$ cat src/rtl/lau_lin2log.sv
// rtl/lau_lin2log.sv - linear two's-complement to LNS (sign, Q6.10 log2) operand converter
module lau_lin2log #(
    parameter int               DATA_W    = 16,
    parameter int               FRAC_BITS = 10,
    parameter int               LOG_W     = 16,
    parameter logic [LOG_W-1:0] ZERO_CODE = 16'hFF1C
) (
    input  logic              clk,
    input  logic              rst_n,
    input  logic              in_valid,
    output logic              in_ready,
    input  logic [DATA_W-1:0] in_x,
    output logic              out_valid,
    input  logic              out_ready,
    output logic              out_s,
    output logic [LOG_W-1:0]  out_l
);

    localparam int CNT_W = $clog2(FRAC_BITS + 1);

    typedef enum logic [1:0] {
        S_IDLE,
        S_NORM,
        S_ITER,
        S_DONE
    } state_t;

    state_t               r_state;
    logic                 r_sign;
    logic [DATA_W-1:0]    r_mag;
    logic [5:0]           r_exp;
    logic [15:0]          r_m;
    logic [FRAC_BITS-1:0] r_frac;
    logic [CNT_W-1:0]     r_cnt;
    logic                 r_in_ready;
    logic                 r_out_valid;
    logic                 r_out_s;
    logic [LOG_W-1:0]     r_out_l;

    logic [DATA_W-1:0]    w_abs;
    logic [5:0]           w_lead;
    logic [5:0]           w_shift;
    logic [DATA_W-1:0]    w_norm;
    logic [DATA_W+15:0]   w_norm_ext;
    logic [15:0]          w_m0;
    logic [31:0]          w_sq;
    logic                 w_bit;
    logic [15:0]          w_m_next;
    logic [FRAC_BITS-1:0] w_frac_next;
    logic                 w_unused;

    // Magnitude of the operand; the most negative value wraps to 2^(DATA_W-1), which is exact as unsigned
    assign w_abs = in_x[DATA_W-1] ? (~in_x + DATA_W'(1)) : in_x;

    // Leading-one position of the captured magnitude (highest set bit wins)
    always_comb begin
        w_lead = '0;
        for (int i = 0; i < DATA_W; i++) begin
            if (r_mag[i]) begin
                w_lead = 6'(i);
            end
        end
    end

    // Left-justify the magnitude, then take the top 16 bits as the Q1.15 mantissa in [1,2)
    assign w_shift    = 6'(DATA_W - 1) - w_lead;
    assign w_norm     = r_mag << w_shift;
    assign w_norm_ext = {w_norm, 16'b0};
    assign w_m0       = w_norm_ext[DATA_W+15 -: 16];

    // Squaring step: a square >= 2 yields a 1 fraction bit and is renormalised by halving
    assign w_sq        = 32'(r_m) * 32'(r_m);
    assign w_bit       = w_sq[31];
    assign w_m_next    = w_bit ? w_sq[31:16] : w_sq[30:15];
    assign w_frac_next = {r_frac[FRAC_BITS-2:0], w_bit};

    // Truncated low product bits and zero padding below the mantissa are intentionally dropped
    assign w_unused = ^{w_sq[14:0], w_norm_ext[15:0]};

    // Conversion FSM with registered handshake and result outputs
    always_ff @(posedge clk or negedge rst_n) begin
        if (!rst_n) begin
            r_state     <= S_IDLE;
            r_sign      <= 1'b0;
            r_mag       <= '0;
            r_exp       <= '0;
            r_m         <= '0;
            r_frac      <= '0;
            r_cnt       <= '0;
            r_in_ready  <= 1'b1;
            r_out_valid <= 1'b0;
            r_out_s     <= 1'b0;
            r_out_l     <= ZERO_CODE;
        end else begin
            unique case (r_state)
                S_IDLE: begin
                    if (in_valid && r_in_ready) begin
                        r_sign     <= in_x[DATA_W-1];
                        r_mag      <= w_abs;
                        r_in_ready <= 1'b0;
                        if (in_x == '0) begin
                            r_out_s     <= 1'b0;
                            r_out_l     <= ZERO_CODE;
                            r_out_valid <= 1'b1;
                            r_state     <= S_DONE;
                        end else begin
                            r_state <= S_NORM;
                        end
                    end
                end
                S_NORM: begin
                    r_exp   <= w_lead;
                    r_m     <= w_m0;
                    r_frac  <= '0;
                    r_cnt   <= '0;
                    r_state <= S_ITER;
                end
                S_ITER: begin
                    r_m    <= w_m_next;
                    r_frac <= w_frac_next;
                    r_cnt  <= r_cnt + CNT_W'(1);
                    if (r_cnt == CNT_W'(FRAC_BITS - 1)) begin
                        r_out_s     <= r_sign;
                        r_out_l     <= LOG_W'({r_exp, w_frac_next});
                        r_out_valid <= 1'b1;
                        r_state     <= S_DONE;
                    end
                end
                S_DONE: begin
                    if (out_ready) begin
                        r_out_valid <= 1'b0;
                        r_in_ready  <= 1'b1;
                        r_state     <= S_IDLE;
                    end
                end
                default: begin
                    r_state     <= S_IDLE;
                    r_in_ready  <= 1'b1;
                    r_out_valid <= 1'b0;
                end
            endcase
        end
    end

    assign in_ready  = r_in_ready;
    assign out_valid = r_out_valid;
    assign out_s     = r_out_s;
    assign out_l     = r_out_l;

endmodule

$ cat config.mk
export PLATFORM = sky130hd
export DESIGN_NAME = lau_lin2log
export DESIGN_NICKNAME = d
export VERILOG_FILES = /design/src/rtl/lau_lin2log.sv
export SDC_FILE = /design/constraint.sdc
export NUM_CORES = 1
export LEC_CHECK = 0
export CAP_MARGIN = 20
export CORE_ASPECT_RATIO = 0.5
export CORE_UTILIZATION = 50
export DETAILED_ROUTE_END_ITERATION = 6
export DONT_BUFFER_PORTS = 1
export GPL_TIMING_DRIVEN = 0
export HOLD_SLACK_MARGIN = 0.12
export PLACE_DENSITY_LB_ADDON = 0.25
export SLEW_MARGIN = 20
export SYNTH_ARGS = -nofsm -noshare
export SYNTH_HDL_FRONTEND = slang
export SYNTH_SLANG_ARGS = --single-unit
$ cat constraint.sdc
create_clock -name clk -period 6.91 [get_ports clk]
set_clock_uncertainty 0.05 [all_clocks]
set_input_delay 1.382 -clock clk [delete_from_list [all_inputs] [get_ports clk]]
set_output_delay 1.382 -clock clk [all_outputs]
set_load 0.1 [all_outputs]
After elaboration in Yosys (flattened, before gate mapping)
Index checks and enable logic that the tools add are counted.
{ "op_classes": {"n_addsub": 3, "n_mul": 1, "n_eq_ne": 8, "shifts": 1, "muxes": 41, "bitwise_logic": 1, "reduce_logical": 12} }
{ "ops": {"columns": ["op", "count"], "rows": [
  ["16-bit 2-to-1 mux", 5],
  ["6-bit 2-to-1 mux", 13],
  ["16-bit one-hot mux with 2 select lines", 2],
  ["16-bit by 16-bit multiplier with 32-bit output", 1],
  ["9-bit one-hot mux with 2 select lines", 1],
  ["16-bit by 1-bit adder with 16-bit output, second input constant", 1],
  ["16-bit zero test", 1],
  ["16-bit inverter", 1],
  ["16-bit by 6-bit << shifter with 16-bit output", 1],
  ["1-bit 2-to-1 mux", 10],
  ["2-bit 2-to-1 mux", 5],
  ["2-bit != test, second input constant", 4],
  ["2-bit one-hot mux with 4 select lines", 1],
  ["4-bit one-hot mux with 2 select lines", 1],
  ["3-bit AND reduction", 2],
  ["2-bit nonzero test", 3],
  ["4-bit by 6-bit subtractor with 6-bit output, first input constant", 1],
  ["5-bit AND reduction", 1],
  ["4-bit by 1-bit adder with 4-bit output, second input constant", 1],
  ["2-bit == test, second input constant", 2],
  ["4-bit == test, second input constant", 1],
  ["1-bit one-hot mux with 2 select lines", 2],
  ["4-bit AND reduction", 1],
  ["1-bit one-hot mux with 3 select lines", 1],
  ["5 further kinds", 5]
]} }
{ "word_totals": {"register_bits": 73, "input_bits": 20} }

Depth between registers and ports, before layout
Gate-level depths: netlist of the first run.
{ "logic_depth": {"word_depth": 18, "ltp_mapped": 28, "mapped_depth_nobuf": 25} }

Worst setup path after synthesis of the first run
No wires, ideal clock.
{ "synth_timing": {"kind": "register to register", "start": "register r_m[4]", "end": "register r_m[2]", "setup_time_ps": 132, "arrival_time_ps": 6477, "t_required_ps": 6728, "slack_ps": 251, "path_stages_with_launch": 25, "n_path_buf": 3, "path_cell_list": "dfrtp_1 -> clkbuf_1 -> clkbuf_1 -> nand2_1 -> fa_1 -> inv_1 -> fa_1 -> fa_1 -> fa_1 -> fa_1 -> inv_1 -> fa_1 -> inv_1 -> ha_1 -> buf_6 -> and3_4 -> a221oi_2 -> o221ai_1 -> o21bai_4 -> a21oi_4 -> o221a_4 -> xor2_2 -> mux2_2 -> a221oi_1 -> a21oi_1"} }
{ "synth_between": {"elab_chain_len": 3} }
{ "synth_lines": {"columns": ["element", "line", "text"], "rows": [
  ["start, declared", "32", "logic [15:0] r_m;"],
  ["start signal, assigned", "113", "r_m <= w_m0;"],
  ["start signal, assigned", "119", "r_m <= w_m_next;"],
  ["16-bit by 16-bit multiplier with 32-bit output", "72", "assign w_sq = 32'(r_m) * 32'(r_m);"],
  ["16-bit 2-to-1 mux", "74", "assign w_m_next = w_bit ? w_sq[31:16] : w_sq[30:15];"],
  ["16-bit one-hot mux with 2 select lines", "95", "unique case (r_state)"]
]} }
No other way between the ends.
A chain may end at the register's enable or synchronous reset.

Worst setup path in the final report of the first run
{ "layout_timing": {"start": "register r_m[15]", "end": "register r_m[9]"} }
The elaborated chain is that of the path after synthesis.

==> flow_summary.toml, run 1 <==
[status]
status = "finished clean"

[layout]
drive_gt1_frac = 0.130
final_cell_mix = "inv_1, fa_1, nand2_1, ha_1, nor2_1"
multi_input_area_um2 = 8410
regArea_um2 = 1780
fillers = 1889
synthToLayoutAreaGrowth_pct = 12.5
final_area_um2 = 12600
antenna_cells = 0
fin_cells = 1640
nets = 1625
final_common_cell = "inv_1"

[yosys]
async_flop_share = 1.00
synthAdderAreaFrac = 0.409
synth_seq_area_share = 0.157
synth_nets = 1573
yosysTopAreaCellShare = 0.287
syn_area_per_cell_um2 = 8.75
synth_top_family_by_area = "adder cells"
synth-simple-area-share = 0.134
syn-cell-area_um2 = 11200
synth-seq-cells = 70
muxShareOfSynthArea = 0.0352
synth_xor_area_frac = 0.0311
synth.area.top_cells = "fa_1, dfrtp_1, ha_1"
ys_warn_count = 0
synth-compound-area-share = 0.120
syn_inst = 1283
yosysTopAreaCell = "fa_1"
synthDistinctLibCells = 63
ys.flop_type = "dfrtp_1"
synth_edf_count = 0

[grt]
grt_use_total = 0.259
grt_start_max_net_pins = 71
antenna_found_initial = 0
globalRouteOverflowTotal = 0
first_global_vias = 9037
grt_pass1_wl_um = 47000

[timing]
fmax_mhz = 147
timing.final.hold_violations = 0
setup_viol = 0
maxSlewViolCount = 0
period_needed_ns = 6.81
post-route-period-util = 0.986
slew_headroom = 0.395
worst_slew_pin_slew_ns = 0.908
rsz0062_at_grt = "yes"

[route]
drc = 0
post_drt_wl_per_cell_um = 17.5
firstDrtPassIters = 5
wl_um = 28600
ant_nets = 0
drt_iter0_drc = 638
vias = 9027
vias_per_cell = 5.50

[setup_path]
arrival_ns = 7.04
path_cells = "buf_4, and2_2, xnor2_1, ha_2, o21bai_4, fa_1, fa_1, fa_1, fa_1, inv_2, fa_1, inv_2, ha_4, buf_6, and3_4, a221oi_4, o221ai_2, o21bai_4, a21oi_4, o221a_4, xor2_4, mux2_4, o211ai_1, a22o_1"
r2r_cells = 24
crit_top_cell = "fa_1"
r2r-start = "r_m[15]"
start_kind = "flop"
worstSetupPathType = "flop to flop"
slowest_stage = "fa_1"
reg2reg_to = "r_m[9]"
timing.reg2reg.setup_slack_ns = 0.1
crit_required_ns = 7.14
cp_num_buf_inv = 4
path_delay_family = "adder cells"
max_stage_delay_ns = 0.54
cp-end-kind = "flop"
cp_max_fo = 8

[hold_path]
worstHoldPathCells = 2
hp-start = "r_frac[6]"
hold_path_end = "r_frac[6]"
hold_class = "flop to flop"

[placement]
portBuffers = 0
placedCellCount = 1583
place.gp.congestion = 0.920
detailed_place_hpwl_um = 22600
placed_cell_area_um2 = 11600

[floorplanning]
io_pins = 39
start_util = 0.514
die_h_um = 108
row_count = 38
die_x_um = 214
dieArea_um2 = 23100
core_area_um2 = 21800

[power]
p_total_uw = 906
power.share.clock = 0.533
power.switching_uw = 206
power_density_nw_per_um2 = 71.7
leakage_uw = 0.00663
worst_ir_drop_vdd_v = 0.000127
p_seq_frac = 0.453
p_int_uw = 701
switching_share = 0.227
combPwrFrac = 0.014

[clock_tree]
clockBufferDepth = 2
clk_pin_slew_ns = 0.07
root_buffer = "clkbuf_16"
cts_buffers = 9
insertion_delay_ns = 0.34
clock_sinks = 70
cts_tree = "built"
htree_num_levels = 3

[run]
maxCapViolations = 0
[layer usage]
metal  global-route usage  vias to the layer above  share of wire
met5               0.0167                        -         0.0017
met4               0.0591                        2          0.016
met3               0.0475                       43          0.080
met2                0.403                      324           0.45
met1                0.375                     4483           0.46
li1                     -                     4175              -
[through the flow]
| stage | utilization | setup TNS, ns | hold slack [ns] | setup slack (ns) |
|---|---|---|---|---|
| final | 0.579 | 0 | 0.440 | 0.0972 |
| after global routing | 0.579 | -0.249 | 0.460 | -0.0752 |
| after floorplan | - | 0 | 0.397 | 0.251 |
| after CTS | 0.557 | 0 | 0.437 | 0.00361 |
| after global placement | 0.532 | -14.98 | 0.415 | -1.07 |
| after detailed placement | 0.532 | -17.00 | 0.423 | -1.16 |
[what timing repair did]
| action | in CTS | in global routing |
|---|---|---|
| pin swaps | 7 | 26 |
| setup buffers | 12 | 30 |
| hold endpoints to repair | 0 | 0 |
| gates resized for setup | 57 | 78 |
| endpoints found under the setup margin | 18 | 16 |
| gates cloned | 0 | 1 |
| hold buffers | 0 | 0 |
[power groups by stage]
| stage | sequential, µW | clock, µW | combinational [µW] |
|---|---|---|---|
| after floorplan | 418 | 0 | 10.9 |
| after global placement | 418 | 0 | 12.4 |
| after detailed placement | 418 | 0 | 12.9 |
| after CTS | 410 | 485 | 12.9 |
| after global routing | 410 | 502 | 15.0 |
| final | 410 | 483 | 13.0 |
[final cells by class]
cell class	count	area share
tap	300	0.0297
clock inverter	7	0.00634
buffer	48	0.0300
sequential	70	0.141
multi-input combinational	883	0.666
inverter	280	0.0832
timing repair buffer	43	0.0260
clock buffer	9	0.0178
[state kept, by name, summed over array words and instances, names as in the netlist, 2 cells and up]
name,flops
out_l,15
r_mag,16
r_exp,4
r_state,2
r_cnt,4
r_m,16
r_frac,9
[worst reg2reg max path, stage by stage, from the launching register on]
cell and delay (ns):
dfrtp_2 0.50, buf_4 0.17, and2_2 0.20, xnor2_1 0.13, ha_2 0.19, o21bai_4 0.18, fa_1 0.54, fa_1 0.45
fa_1 0.50, fa_1 0.53, inv_2 0.04, fa_1 0.52, inv_2 0.05, ha_4 0.21, buf_6 0.12, and3_4 0.18
a221oi_4 0.31, o221ai_2 0.12, o21bai_4 0.22, a21oi_4 0.20, o221a_4 0.24, xor2_4 0.30, mux2_4 0.33, o211ai_1 0.27
a22o_1 0.19
[worst max-delay path by stage]
stage,start,end,cells after the start
floorplan,r_m[4],r_m[2],24
global placement,r_m[4],r_m[10],24
detailed placement,r_m[4],r_m[10],24
CTS,r_m[15],r_m[9],23
global route,r_m[9],r_m[9],23
finish,r_m[15],r_m[9],24
[synthesized netlist by cell type (all sizes together) (3+ instances only)]
library cell  count
o211ai            8
xnor2            21
nor4              6
o21bai            7
a21oi            45
fa              161
clkbuf           38
o21a              3
a221o             3
and3              3
a21o             12
nand2           145
mux4              3
o22ai             3
o221ai            5
or3               7
a221oi            8
ha              109
dfrtp            59
nand4             6
a31oi            11
and2             35
nor2             71
nand2b            8
dfstp            11
buf              12
nor3              6
inv             280
a21boi            3
o21ai            71
nor2b            11
mux2i            26
or2               8
a22oi             4
xor2             18
o31ai             8
o41ai             5
nand3            24
mux2              6
[kinds of logic (layout without fill, tap and decap cells)]
group,after synthesis,count (layout)
AND/OR/NAND/NOR,332,332
AO/OA/AOI/OAI,207,207
adder cells (fa/ha/maj),270,270
XOR/XNOR,39,39
multiplexers,35,35
buffers and inverters,330,387
flip-flops,70,70
(Power assumes the default switching activity.)
==> run 2: changes to the inputs <==
Settings changed: CAP_MARGIN 20 to 5.
Clock period 6.91 ns to 6.7 ns, I/O delays scaled along.
==> run 2 against run 1 <==
Effect of this change: the run now ends with negative setup slack left; final area increased by 3.1%; sequential cell count unchanged; via count increased by 1.8%.
==> flow_summary.toml, run 2 (synthesis gave the netlist of run 1 again) <==
[route]
drc = 0
ant_nets = 0
wl_um = 29900
vias_per_cell = 5.54
firstDrtPassIters = 5
drt_iter0_drc = 630
post_drt_wl_per_cell_um = 18.0
vias = 9190

[run]
maxCapViolations = 0

[timing]
timing.final.hold_violations = 0
worst_slew_pin_slew_ns = 0.914
fin_tns_setup_ns = -0.0476
timing.final.ws_setup_ns = -0.0476
maxSlewViolCount = 0
fmax_mhz = 148
setup_viol = 1
slew_headroom = 0.391
rsz0062_at_grt = "yes"
post-route-period-util = 1.01
period_needed_ns = 6.75

[power]
leakage_uw = 0.00679
power_density_nw_per_um2 = 71.8
worst_ir_drop_vdd_v = 0.000131

[floorplanning]
row_count = 38
start_util = 0.514
core_area_um2 = 21800
dieArea_um2 = 23100
die_h_um = 108
io_pins = 39
die_x_um = 214

[layout]
drive_gt1_frac = 0.178
synthToLayoutAreaGrowth_pct = 16.0
final_area_um2 = 13000
utilization = 0.597
multi_input_area_um2 = 8570
nets = 1643
fin_cells = 1658
final_common_cell = "inv_1"
antenna_cells = 0
final_cell_mix = "inv_1, fa_1, nand2_1, ha_1, o21ai_0"
regArea_um2 = 1780
fillers = 1811

[clock_tree]
cts_buffers = 9
insertion_delay_ns = 0.34
root_buffer = "clkbuf_16"
clockBufferDepth = 2
clk_pin_slew_ns = 0.07
cts_tree = "built"
htree_num_levels = 3
clock_sinks = 70

[placement]
placedCellCount = 1583
placed_cell_area_um2 = 11600
portBuffers = 0
place.gp.congestion = 0.920
detailed_place_hpwl_um = 22600
pre_cts_ws_ns = -1.37

[setup_path]
start_kind = "flop"
cp_max_fo = 5
crit_required_ns = 6.93
worstSetupPathType = "flop to flop"
cp-end-kind = "flop"
arrival_ns = 6.98

[grt]
globalRouteOverflowTotal = 0
antenna_found_initial = 0
grt_pass1_wl_um = 48200
first_global_vias = 9273
grt_start_max_net_pins = 71
grt_use_total = 0.267

[status]
status = "finished with violations"
violations = "negative setup slack"

[hold_path]
hold_class = "flop to flop"
==> run 2: timing repair <==
item                       in CTS  in global routing
buffers inserted               36                 25
hold buffers                    0                  0
gates cloned                    0                  2
resized for setup             100                 90
setup endpoints to repair      18                 14
pin swaps                      24                 38
==> run 2: per-layer routing <==
| layer | vias to the layer above | track usage | share of wire |
|---|---|---|---|
| li1 | 4207 | - | - |
| met1 | 4581 | 0.375 | 0.44 |
| met2 | 355 | 0.420 | 0.45 |
| met3 | 47 | 0.0613 | 0.093 |
| met4 | 0 | 0.0663 | 0.019 |
| met5 | - | 0 | 0 |
==> run 2: power by group <==
part / switching (µW) / leakage, µW / internal, µW
Clock: 206 / 0.000143 / 293
Sequential: 0 / 0.000880 / 423
Combinational: 6.77 / 0.00576 / 6.62
==> run 2: worst max-delay path, cell delays in order, from the launching register on <==
cell and delay (ns):
dfrtp_1 0.40, buf_8 0.15, clkbuf_16 0.16, nand2_4 0.06
inv_1 0.05, fa_1 0.50, inv_2 0.04, fa_1 0.54
inv_2 0.04, fa_1 0.54, fa_2 0.43, fa_1 0.51
inv_2 0.04, fa_1 0.53, inv_2 0.07, ha_4 0.21
a21o_1 0.20, a221oi_4 0.33, o221ai_2 0.12, o21bai_4 0.21
a21oi_4 0.17, o221a_4 0.24, xor2_4 0.30, mux2_4 0.33
o211ai_1 0.27, a22o_1 0.19
==> run 2: stage by stage <==
step	hold WS, ns	power (µW)
after floorplan	0.397	442
after global placement	0.415	443
after detailed placement	0.423	444
after CTS	0.437	937
after global routing	0.460	956
final	0.440	935
==> run 2: worst paths after layout <==
kind | startpoint | to | slack (ns) | cells past startpoint
worst max-delay path | r_m[4] | r_m[9] | -0.05 | 25
worst min-delay path | r_frac[6] | r_frac[6] | 0.44 | 2
worst max register to register | r_m[4] | r_m[9] | -0.05 | 25
worst min register to register | r_frac[6] | r_frac[6] | 0.44 | 2
max in group asynchronous | rst_n | out_l[9] | 5.75 | 0
min in group asynchronous | rst_n | r_exp[1] | 0.64 | 0
==> run 2: layout make-up <==
type,instances,share of cell area
inverters,280,0.0816
flip-flops and latches,70,0.137
clock buffers,9,0.0173
plain buffers,46,0.0322
repair buffers,63,0.0392
clock inverters,7,0.00615
well taps,300,0.0288
multi-input cells,883,0.658
